--- config.mk ---
export PLATFORM = sky130hd
export DESIGN_NAME = cordic_prescale_pipe_flat
export DESIGN_NICKNAME = d
export VERILOG_FILES = /design/src/rtl/cordic_prescale_pipe_if.sv /design/src/rtl/cordic_prescale_pipe.sv /design/src/flat_wrapper.sv
export SDC_FILE = /design/constraint.sdc
export NUM_CORES = 1
export LEC_CHECK = 0
export BUFFER_PORTS_ARGS = -buffer_cell sky130_fd_sc_hd__buf_4
export CORE_AREA = 2 2 96 144
export CTS_CLUSTER_DIAMETER = 150
export DETAILED_ROUTE_END_ITERATION = 6
export DIE_AREA = 0 0 98 146
export GPL_TIMING_DRIVEN = 1
export PLACE_DENSITY = 0.73
export SETUP_SLACK_MARGIN = 0.2
export SLEW_MARGIN = 0
export SYNTH_ARGS = -nofsm -noshare
export SYNTH_HDL_FRONTEND = slang
export SYNTH_SLANG_ARGS = --single-unit
--- constraint.sdc ---
create_clock -name clk -period 4.3 [get_ports clk]
set_clock_uncertainty 0.15 [all_clocks]
set_input_delay 0.645 -clock clk [delete_from_list [all_inputs] [get_ports clk]]
set_output_delay 0.645 -clock clk [all_outputs]
set_load 0.01 [all_outputs]
--- src/rtl/cordic_prescale_pipe_if.sv ---
// Stream bundle for cordic_prescale_pipe: size/sideband in, +K*size / -K*size / sideband out.
// Widths must match the parameters of the attached cordic_prescale_pipe instance.
interface cordic_prescale_pipe_if #(
    parameter int SIZE_W = 7,
    parameter int OUT_W  = 19,
    parameter int SB_W   = 48
);
    logic              in_valid;
    logic              in_ready;
    logic [SIZE_W-1:0] in_size;
    logic [SB_W-1:0]   in_sb;
    logic              out_valid;
    logic              out_ready;
    logic [OUT_W-1:0]  cord_pos;
    logic [OUT_W-1:0]  cord_neg;
    logic [SB_W-1:0]   out_sb;

    modport master (
        output in_valid, in_size, in_sb, out_ready,
        input  in_ready, out_valid, cord_pos, cord_neg, out_sb
    );

    modport slave (
        input  in_valid, in_size, in_sb, out_ready,
        output in_ready, out_valid, cord_pos, cord_neg, out_sb
    );
endinterface

--- src/rtl/cordic_prescale_pipe.sv ---
// Two-stage valid/ready CORDIC prescale: size -> +K*size and -K*size in fixed point, sideband carried along.
// Define CORDIC_PRESCALE_ROUND_EN for round-half-up of the gain product instead of truncation.
module cordic_prescale_pipe #(
    parameter int SIZE_W    = 7,
    parameter int FRAC_W    = 8,
    parameter int OUT_W     = 19,
    parameter int GAIN_Q    = 155,
    parameter int GAIN_FRAC = 8,
    parameter int SB_W      = 48
) (
    input logic                   clk,
    input logic                   reset,
    cordic_prescale_pipe_if.slave pipe
);
    localparam int GAIN_W = $clog2(GAIN_Q + 1);
    localparam int BASE_W = SIZE_W + FRAC_W;
    localparam int PROD_W = BASE_W + GAIN_W;
    localparam logic [PROD_W-1:0] GAIN = PROD_W'(GAIN_Q);
`ifdef CORDIC_PRESCALE_ROUND_EN
    localparam logic [PROD_W-1:0] ROUND_BIAS = PROD_W'(1) << (GAIN_FRAC - 1);
`endif

    logic              s1_valid_q;
    logic [PROD_W-1:0] s1_prod_q;
    logic [SB_W-1:0]   s1_sb_q;
    logic              out_valid_q;
    logic [OUT_W-1:0]  cord_pos_q;
    logic [OUT_W-1:0]  cord_neg_q;
    logic [SB_W-1:0]   out_sb_q;

    logic              s2_en;
    logic              s1_en;
    logic              in_fire;
    logic [BASE_W-1:0] base;
    logic [PROD_W-1:0] s1_prod_d;
    logic [PROD_W-1:0] scaled;
    logic [PROD_W+OUT_W-1:0] scaled_ext;
    logic [OUT_W-1:0]  cord_pos_d;
    logic [OUT_W-1:0]  cord_neg_d;

    // in_ready depends only on pipeline occupancy and out_ready, never on in_valid.
    assign s2_en   = !out_valid_q || pipe.out_ready;
    assign s1_en   = !s1_valid_q || s2_en;
    assign in_fire = pipe.in_valid && s1_en;

    assign base = {pipe.in_size, {FRAC_W{1'b0}}};

    always_comb begin
        s1_prod_d = PROD_W'(base) * GAIN;
`ifdef CORDIC_PRESCALE_ROUND_EN
        s1_prod_d = s1_prod_d + ROUND_BIAS;
`endif
    end

    // Zero-extend through a wide temporary so any OUT_W vs PROD_W relation slices cleanly;
    // legal OUT_W guarantees the discarded high bits are zero.
    assign scaled     = s1_prod_q >> GAIN_FRAC;
    assign scaled_ext = {{OUT_W{1'b0}}, scaled};
    assign cord_pos_d = scaled_ext[OUT_W-1:0];
    assign cord_neg_d = -cord_pos_d;

    always_ff @(posedge clk) begin
        if (reset) begin
            s1_valid_q <= 1'b0;
            s1_prod_q  <= '0;
            s1_sb_q    <= '0;
        end else if (s1_en) begin
            s1_valid_q <= in_fire;
            if (in_fire) begin
                s1_prod_q <= s1_prod_d;
                s1_sb_q   <= pipe.in_sb;
            end
        end
    end

    always_ff @(posedge clk) begin
        if (reset) begin
            out_valid_q <= 1'b0;
            cord_pos_q  <= '0;
            cord_neg_q  <= '0;
            out_sb_q    <= '0;
        end else if (s2_en) begin
            out_valid_q <= s1_valid_q;
            if (s1_valid_q) begin
                cord_pos_q <= cord_pos_d;
                cord_neg_q <= cord_neg_d;
                out_sb_q   <= s1_sb_q;
            end
        end
    end

    assign pipe.in_ready  = s1_en;
    assign pipe.out_valid = out_valid_q;
    assign pipe.cord_pos  = cord_pos_q;
    assign pipe.cord_neg  = cord_neg_q;
    assign pipe.out_sb    = out_sb_q;
endmodule

--- src/flat_wrapper.sv ---
// flat-port wrapper written by rule: the top's interface ports become plain ports
module cordic_prescale_pipe_flat 
#(
    parameter int SIZE_W    = 7,
    parameter int FRAC_W    = 8,
    parameter int OUT_W     = 19,
    parameter int GAIN_Q    = 155,
    parameter int GAIN_FRAC = 8,
    parameter int SB_W      = 48
)
  (clk, reset, pipe_in_valid, pipe_in_size, pipe_in_sb, pipe_out_ready, pipe_in_ready, pipe_out_valid, pipe_cord_pos, pipe_cord_neg, pipe_out_sb);
  cordic_prescale_pipe_if #(.SIZE_W(SIZE_W), .OUT_W(OUT_W), .SB_W(SB_W)) pipe_i ();
  input logic clk;
  input logic reset;
  input wire logic [$bits(pipe_i.in_valid)-1:0] pipe_in_valid;
  input wire logic [$bits(pipe_i.in_size)-1:0] pipe_in_size;
  input wire logic [$bits(pipe_i.in_sb)-1:0] pipe_in_sb;
  input wire logic [$bits(pipe_i.out_ready)-1:0] pipe_out_ready;
  output wire logic [$bits(pipe_i.in_ready)-1:0] pipe_in_ready;
  output wire logic [$bits(pipe_i.out_valid)-1:0] pipe_out_valid;
  output wire logic [$bits(pipe_i.cord_pos)-1:0] pipe_cord_pos;
  output wire logic [$bits(pipe_i.cord_neg)-1:0] pipe_cord_neg;
  output wire logic [$bits(pipe_i.out_sb)-1:0] pipe_out_sb;
  assign pipe_i.in_valid = pipe_in_valid;
  assign pipe_i.in_size = pipe_in_size;
  assign pipe_i.in_sb = pipe_in_sb;
  assign pipe_i.out_ready = pipe_out_ready;
  assign pipe_in_ready = pipe_i.in_ready;
  assign pipe_out_valid = pipe_i.out_valid;
  assign pipe_cord_pos = pipe_i.cord_pos;
  assign pipe_cord_neg = pipe_i.cord_neg;
  assign pipe_out_sb = pipe_i.out_sb;
  cordic_prescale_pipe #(.SIZE_W(SIZE_W), .FRAC_W(FRAC_W), .OUT_W(OUT_W), .GAIN_Q(GAIN_Q), .GAIN_FRAC(GAIN_FRAC), .SB_W(SB_W)) u_core (.clk(clk), .reset(reset), .pipe(pipe_i));
endmodule
==> results.json, run 1 <==
{
  "status": "complete, no violations",
  "met1_length_um": 6390,
  "slew_headroom": 0.354,
  "crit_buf_inv": 3,
  "vias": 5457,
  "die_h_um": 146,
  "yosysSeqAreaShare": 0.460,
  "htree_levels": 4,
  "fmax_mhz": 263,
  "synthesis.area_um2": 6350,
  "antenna_found_initial": 0,
  "synth_top_area_share": 0.460,
  "post-cts-setup-buffers": 0,
  "ioPinCount": 147,
  "synth_top_family_by_area": "simple AND/OR/NAND/NOR gates",
  "slowest_delay_ns": 0.53,
  "hold_ws_ns": 0.296,
  "ctsHoldBuffers": 0,
  "setup_tns_ns": 0,
  "ys_top_cells_by_count": "nand2_1, dfxtp_1, a21oi_1",
  "met2_length_um": 7640,
  "clock_latency_ns": 0.41,
  "syn_to_final_growth_pct": 27.7,
  "gr-usage-all-layers": 0.210,
  "final-hold-violation-count": 0,
  "grt_pass1_vias": 5210,
  "multi_input_area_um2": 3120,
  "cts_tree": "yes",
  "numCtsBuffers": 17,
  "hold_path.class": "flip-flop to flip-flop",
  "hpwl_um": 10000,
  "rrSetupSlack_ns": 1.98,
  "end_kind": "flip-flop",
  "drc_errors": 0,
  "grt_pass1_wl_um": 24700,
  "ir_drop_uv": 266,
  "dieArea_um2": 14300,
  "post-route-util": 0.626,
  "cpMaxStageDelayCell": "fa_1",
  "cap_viol_max_count": 0,
  "drive_gt1_frac": 0.208,
  "synth-edff-count": 0,
  "synth_compound_area_frac": 0.149,
  "finalSetupViolations": 0,
  "synth.area.top_cells": "dfxtp_1, nand2_1, a21oi_1",
  "synth_seq_cells": 146,
  "synthXorXnorAreaFrac": 0.0193,
  "coreArea_um2": 13000,
  "crit_family": "adder cells",
  "hold_path_depth": 2,
  "reg2regPathDepth": 7,
  "synth_ff_type": "dfxtp_1",
  "top_layer_used": "met4",
  "fillCellCount": 1206,
  "finalNonFillerCells": 1072,
  "grt_max_degree": 93,
  "worstHoldStart": "u_core.s1_sb_q[4]$_SDFFE_PP0P_",
  "postSynth.asyncResetShare": 0,
  "synthDistinctLibCells": 45,
  "wirelength_um": 14800,
  "finalMaxSlewViolations": 0,
  "yosysWarnings": 0,
  "clk_pin_slew_ns": 0.06,
  "setup_ws_ns": 0.497,
  "die_w_um": 98,
  "rsz0062_at_grt": "no",
  "rows": 51,
  "first_pass_iters": 4,
  "p_leak_nw": 3.53,
  "port_buffers": 142,
  "holdPathEnd": "u_core.pipe.out_sb[4]$_SDFFE_PP0P_",
  "overflow": 0,
  "routedWlPerCell_um": 13.8,
  "period_share": 0.884,
  "yosysMostFrequentCell": "nand2_1",
  "antenna_left": 0,
  "start_kind": "input port",
  "diodes": 0,
  "path_common_cell": "ha_1",
  "r2r-start": "u_core.s1_prod_q[8]$_SDFFE_PP0P_",
  "layout.area.seq_um2": 2920,
  "syn_inst": 784,
  "clock_sinks": 146,
  "powerDensity_nw_per_um2": 477,
  "post_synth_mux_area_share": 0.00158,
  "min_period_ns": 3.80,
  "wl_met3_um": 467,
  "cp_cell_sequence": "buf_4, ha_1, inv_1, fa_1, inv_1, fa_1, ha_1, ha_1, a21o_1, a21oi_1, a21oi_1, o221a_2, o31a_1",
  "gp_congestion": 0.850,
  "post-synth-top-area-cell": "dfxtp_1",
  "fin_nets": 1008,
  "total_power_mw": 3.87,
  "cp.arrival_ns": 3.94,
  "synthSimpleGateAreaFrac": 0.212,
  "setup.worst_path.class": "input port to flip-flop",
  "clockRootBuffer": "clkbuf_16",
  "pre_cts_ws_ns": 0.0356,
  "syn_avg_cell_area_um2": 8.10,
  "start_util": 0.490,
  "via_per_inst": 5.09,
  "dp.cells": 1041,
  "synth_adder_area_share": 0.105,
  "placed_area_um2": 7460,
  "postLayoutCellArea_um2": 8110,
  "crit_required_ns": 4.44,
  "drt_iter0_drc": 225,
  "tightest_slew_ns": 0.966,
  "clockBufferDepth": 2,
  "worstPathMaxFanout": 4,
  "reg2reg_to": "u_core.pipe.cord_neg[10]$_SDFFE_PP0P_"
}
cells in the final DEF (no fill, tap or decap), drive strengths merged, types with 2 or more instances in the layout:
cell / Yosys / layout
clkbuf: 37 / 20
fa: 9 / 9
conb: 1 / 4
o21a: 4 / 4
a211oi: 4 / 4
dfxtp: 146 / 146
nand2: 263 / 263
xor2: 6 / 6
nor3: 6 / 6
xnor2: 8 / 8
o21ai: 3 / 3
buf: 17 / 149
inv: 28 / 29
nor2: 11 / 11
a31oi: 4 / 4
nand3: 3 / 3
a21o: 6 / 6
a21oi: 142 / 142
o31a: 3 / 3
nor4: 2 / 2
nand4: 5 / 5
or3: 2 / 2
bufinv: 0 / 4
and2: 3 / 3
and3: 6 / 6
ha: 39 / 39
or4: 2 / 2
nor3b: 3 / 3
nand3b: 6 / 6
clkinv: 0 / 5
nand4b: 3 / 3
nand2b: 2 / 2
worst max path at each step:
stage	from	slack, ns	depth (start not counted)	endpoint
final	pipe_in_size[3]	0.50	13	u_core.s1_prod_q[22]$_SDFFE_PP0P_
after global routing	pipe_in_size[5]	0.23	13	u_core.s1_prod_q[21]$_SDFFE_PP0P_
after CTS	pipe_in_size[3]	0.45	13	u_core.s1_prod_q[21]$_SDFFE_PP0P_
after detailed placement	pipe_in_size[3]	0.04	13	u_core.s1_prod_q[21]$_SDFFE_PP0P_
after global placement	pipe_in_size[3]	0.09	13	u_core.s1_prod_q[21]$_SDFFE_PP0P_
after floorplan	pipe_in_size[5]	0.40	12	u_core.s1_prod_q[21]$_SDFFE_PP0P_
worst reg2reg max path, delay by kind of cell (launching register included):
family	cells	cell delay, ns
adder cells (fa/ha/maj)	1	0.17
AO/OA/AOI/OAI	1	0.18
buffers and inverters	1	0.08
AND/OR/NAND/NOR	3	1.17
XOR/XNOR	1	0.13
flip-flops	1	0.37
cells by family (layout without fill, tap and decap cells):
kind of cell / count (synthesis) / count (layout)
compound gates: 173 / 173
xor+xnor: 14 / 14
fa+ha+maj: 48 / 48
buf+inv: 82 / 208
flops: 146 / 146
mux: 1 / 1
other cells: 1 / 4
simple gates: 319 / 319
flip-flops by register name, summed over array words and instances, names as in the netlist:
name / flops
u_core.s1_valid_q: 1
u_core.pipe.out_sb: 48
u_core.pipe.cord_neg: 19
u_core.s1_sb_q: 48
u_core.pipe.out_valid: 1
u_core.pipe.cord_pos: 14
u_core.s1_prod_q: 15
power by group:
| part | leakage, nW | internal, mW | switching [mW] |
|---|---|---|---|
| combinational | 2.02 | 0.341 | 0.425 |
| sequential | 1.19 | 1.45 | 0.0814 |
| clock | 0.313 | 1.02 | 0.554 |
| total | 3.53 | 2.81 | 1.06 |
final cells by class:
type | instances | share of cell area
Clock buffer | 20 | 0.0576
Inverter | 28 | 0.0130
Multi-Input combinational cell | 559 | 0.385
Tap cell | 159 | 0.0245
Timing Repair Buffer | 149 | 0.138
Clock inverter | 11 | 0.0218
Sequential cell | 146 | 0.360
repair_timing:
item	4_1_cts	5_1_grt
setup endpoints to repair	0	1
gates resized for setup	0	1
hold endpoints to repair	0	0
per-layer routing:
metal,track usage,vias up
li1,-,2815
met1,0.258,2506
met2,0.360,115
met3,0.0351,21
met4,0.0924,0
met5,0,-
(Power assumes the default switching activity.)
==> run 2: changes to the inputs <==
--- a/config.mk
+++ b/config.mk
@@ -6,12 +6,11 @@
 export NUM_CORES = 1
 export LEC_CHECK = 0
 export BUFFER_PORTS_ARGS = -buffer_cell sky130_fd_sc_hd__buf_4
-export CORE_AREA = 2 2 96 144
+export CORE_AREA = 2 2 170 172
 export CTS_CLUSTER_DIAMETER = 150
 export DETAILED_ROUTE_END_ITERATION = 6
-export DIE_AREA = 0 0 98 146
+export DIE_AREA = 0 0 172 174
 export GPL_TIMING_DRIVEN = 1
-export PLACE_DENSITY = 0.73
 export SETUP_SLACK_MARGIN = 0.2
 export SLEW_MARGIN = 0
 export SYNTH_ARGS = -nofsm -noshare
==> run 2 against run 1 <==
  * Total power is 0.86% lower
  * Setup slack worse by 0.085 ns
  * Non-clock buffer count fell by 1
  * Wire length grew 18%
  * Largest power group is now registers
==> results.json, run 2 (synthesis gave the netlist of run 1 again) <==
{
  "status": "complete, no violations",
  "top_usage_layer": "met2",
  "drt_iter0_drc": 300,
  "die_h_um": 174,
  "start_util": 0.225,
  "power_frac_seq": 0.399,
  "intPower_mw": 2.67,
  "ctsHoldBuffers": 0,
  "finalMaxSlewViolations": 0,
  "slew_headroom": 0.329,
  "clockBufferDepth": 2,
  "p_sw_mw": 1.16,
  "first_pass_iters": 5,
  "met1_usage": 0.153,
  "final_common_cell": "nand2_1",
  "grt_max_degree": 95,
  "clockRootBuffer": "clkbuf_16",
  "diodes": 0,
  "tightest_slew_ns": 1.01,
  "period_share": 0.904,
  "ioPinCount": 147,
  "hold_path_depth": 2,
  "via_per_inst": 4.22,
  "end_kind": "flip-flop",
  "antenna_found_initial": 0,
  "path_common_cell": "ha_1",
  "slowest_delay_ns": 0.54,
  "start_kind": "input port",
  "clock_sinks": 146,
  "reg2regPathDepth": 5,
  "placed_area_um2": 7750,
  "cts_resized": 0,
  "powerDensity_nw_per_um2": 459,
  "port_buffers": 142,
  "die_w_um": 172,
  "hpwl_um": 12200,
  "finalNonFillerCells": 1297,
  "cp.arrival_ns": 4.10,
  "dieArea_um2": 29900,
  "post-route-util": 0.296,
  "cp_cell_sequence": "buf_4, ha_1, inv_1, fa_1, inv_1, fa_1, ha_1, ha_1, o21ai_0, a22oi_2, nand4_1, a2111oi_0, a311o_1",
  "use_met2": 0.187,
  "drive_gt1_frac": 0.207,
  "pwr-share-comb": 0.208,
  "total_power_mw": 3.83,
  "vias": 5473,
  "final_cell_mix": "nand2_1, buf_4, dfxtp_1, a21oi_1, ha_1",
  "rows": 62,
  "routedWlPerCell_um": 13.5,
  "fillCellCount": 3098,
  "switching_share": 0.302,
  "crit_required_ns": 4.51,
  "ir_drop_uv": 187,
  "fin_nets": 1007,
  "gp_congestion": 0.763,
  "rsz0062_at_grt": "no",
  "multi_input_area_um2": 3130,
  "layout.area.seq_um2": 2920,
  "cap_viol_max_count": 0,
  "final-hold-violation-count": 0,
  "min_period_ns": 3.89,
  "hold_path.class": "flip-flop to flip-flop",
  "postLayoutCellArea_um2": 8350,
  "setup.worst_path.class": "input port to flip-flop",
  "grt_pass1_vias": 5121,
  "syn_to_final_growth_pct": 31.5,
  "grt_pass1_wl_um": 27400,
  "dp.cells": 1265,
  "p_leak_nw": 3.51,
  "worstPathMaxFanout": 4,
  "drc_errors": 0,
  "fmax_mhz": 257,
  "cpMaxStageDelayCell": "fa_1",
  "hold_ws_ns": 0.299,
  "clk_pin_slew_ns": 0.06,
  "finalSetupViolations": 0,
  "antenna_left": 0,
  "htree_levels": 4,
  "p_clk_frac": 0.393,
  "setup_ws_ns": 0.413,
  "overflow": 0,
  "numCtsBuffers": 17,
  "pre_cts_ws_ns": -0.0208,
  "post-cts-setup-buffers": 0,
  "gr-usage-all-layers": 0.117,
  "use_met3": 0.0262,
  "cts_tree": "yes",
  "wirelength_um": 17500,
  "rrSetupSlack_ns": 2.09,
  "setup_tns_ns": 0,
  "coreArea_um2": 28200,
  "clock_latency_ns": 0.42
}
[run 2: power by group through the flow]
stage / Clock, mW / Sequential (mW) / Combinational (mW)
floorplan: 0 / 1.55 / 0.531
global placement: 0 / 1.56 / 0.788
detailed placement: 0 / 1.56 / 0.799
CTS: 1.56 / 1.53 / 0.805
global route: 1.61 / 1.55 / 0.902
finish: 1.51 / 1.53 / 0.797
[run 2: layout make-up]
type | count | area share
Tap cell | 384 | 0.0575
Clock inverter | 13 | 0.0183
Sequential cell | 146 | 0.350
Clock buffer | 19 | 0.0530
Multi-Input combinational cell | 559 | 0.374
Timing Repair Buffer | 148 | 0.135
Inverter | 28 | 0.0126
[run 2: critical path, delay by kind of cell]
family	cells	cell delay [ns]
adders and majority gates	5	1.94
AOI/OAI and AO/OA	4	1.09
buffers and inverters	3	0.25
and+or+nand+nor	1	0.16
[run 2: final timing paths]
path,from,endpoint
max,pipe_in_size[3],u_core.s1_prod_q[21]$_SDFFE_PP0P_
min,u_core.s1_sb_q[3]$_SDFFE_PP0P_,u_core.pipe.out_sb[3]$_SDFFE_PP0P_
max reg2reg,u_core.s1_valid_q$_SDFFE_PP0N_,u_core.s1_sb_q[43]$_SDFFE_PP0P_
min reg2reg,u_core.s1_sb_q[3]$_SDFFE_PP0P_,u_core.pipe.out_sb[3]$_SDFFE_PP0P_
[run 2: routing by layer]
metal  wire (µm)  vias up
li1            -     2814
met1        8380     2519
met2        8030      117
met3         713       23
met4         374        0
met5           0        -
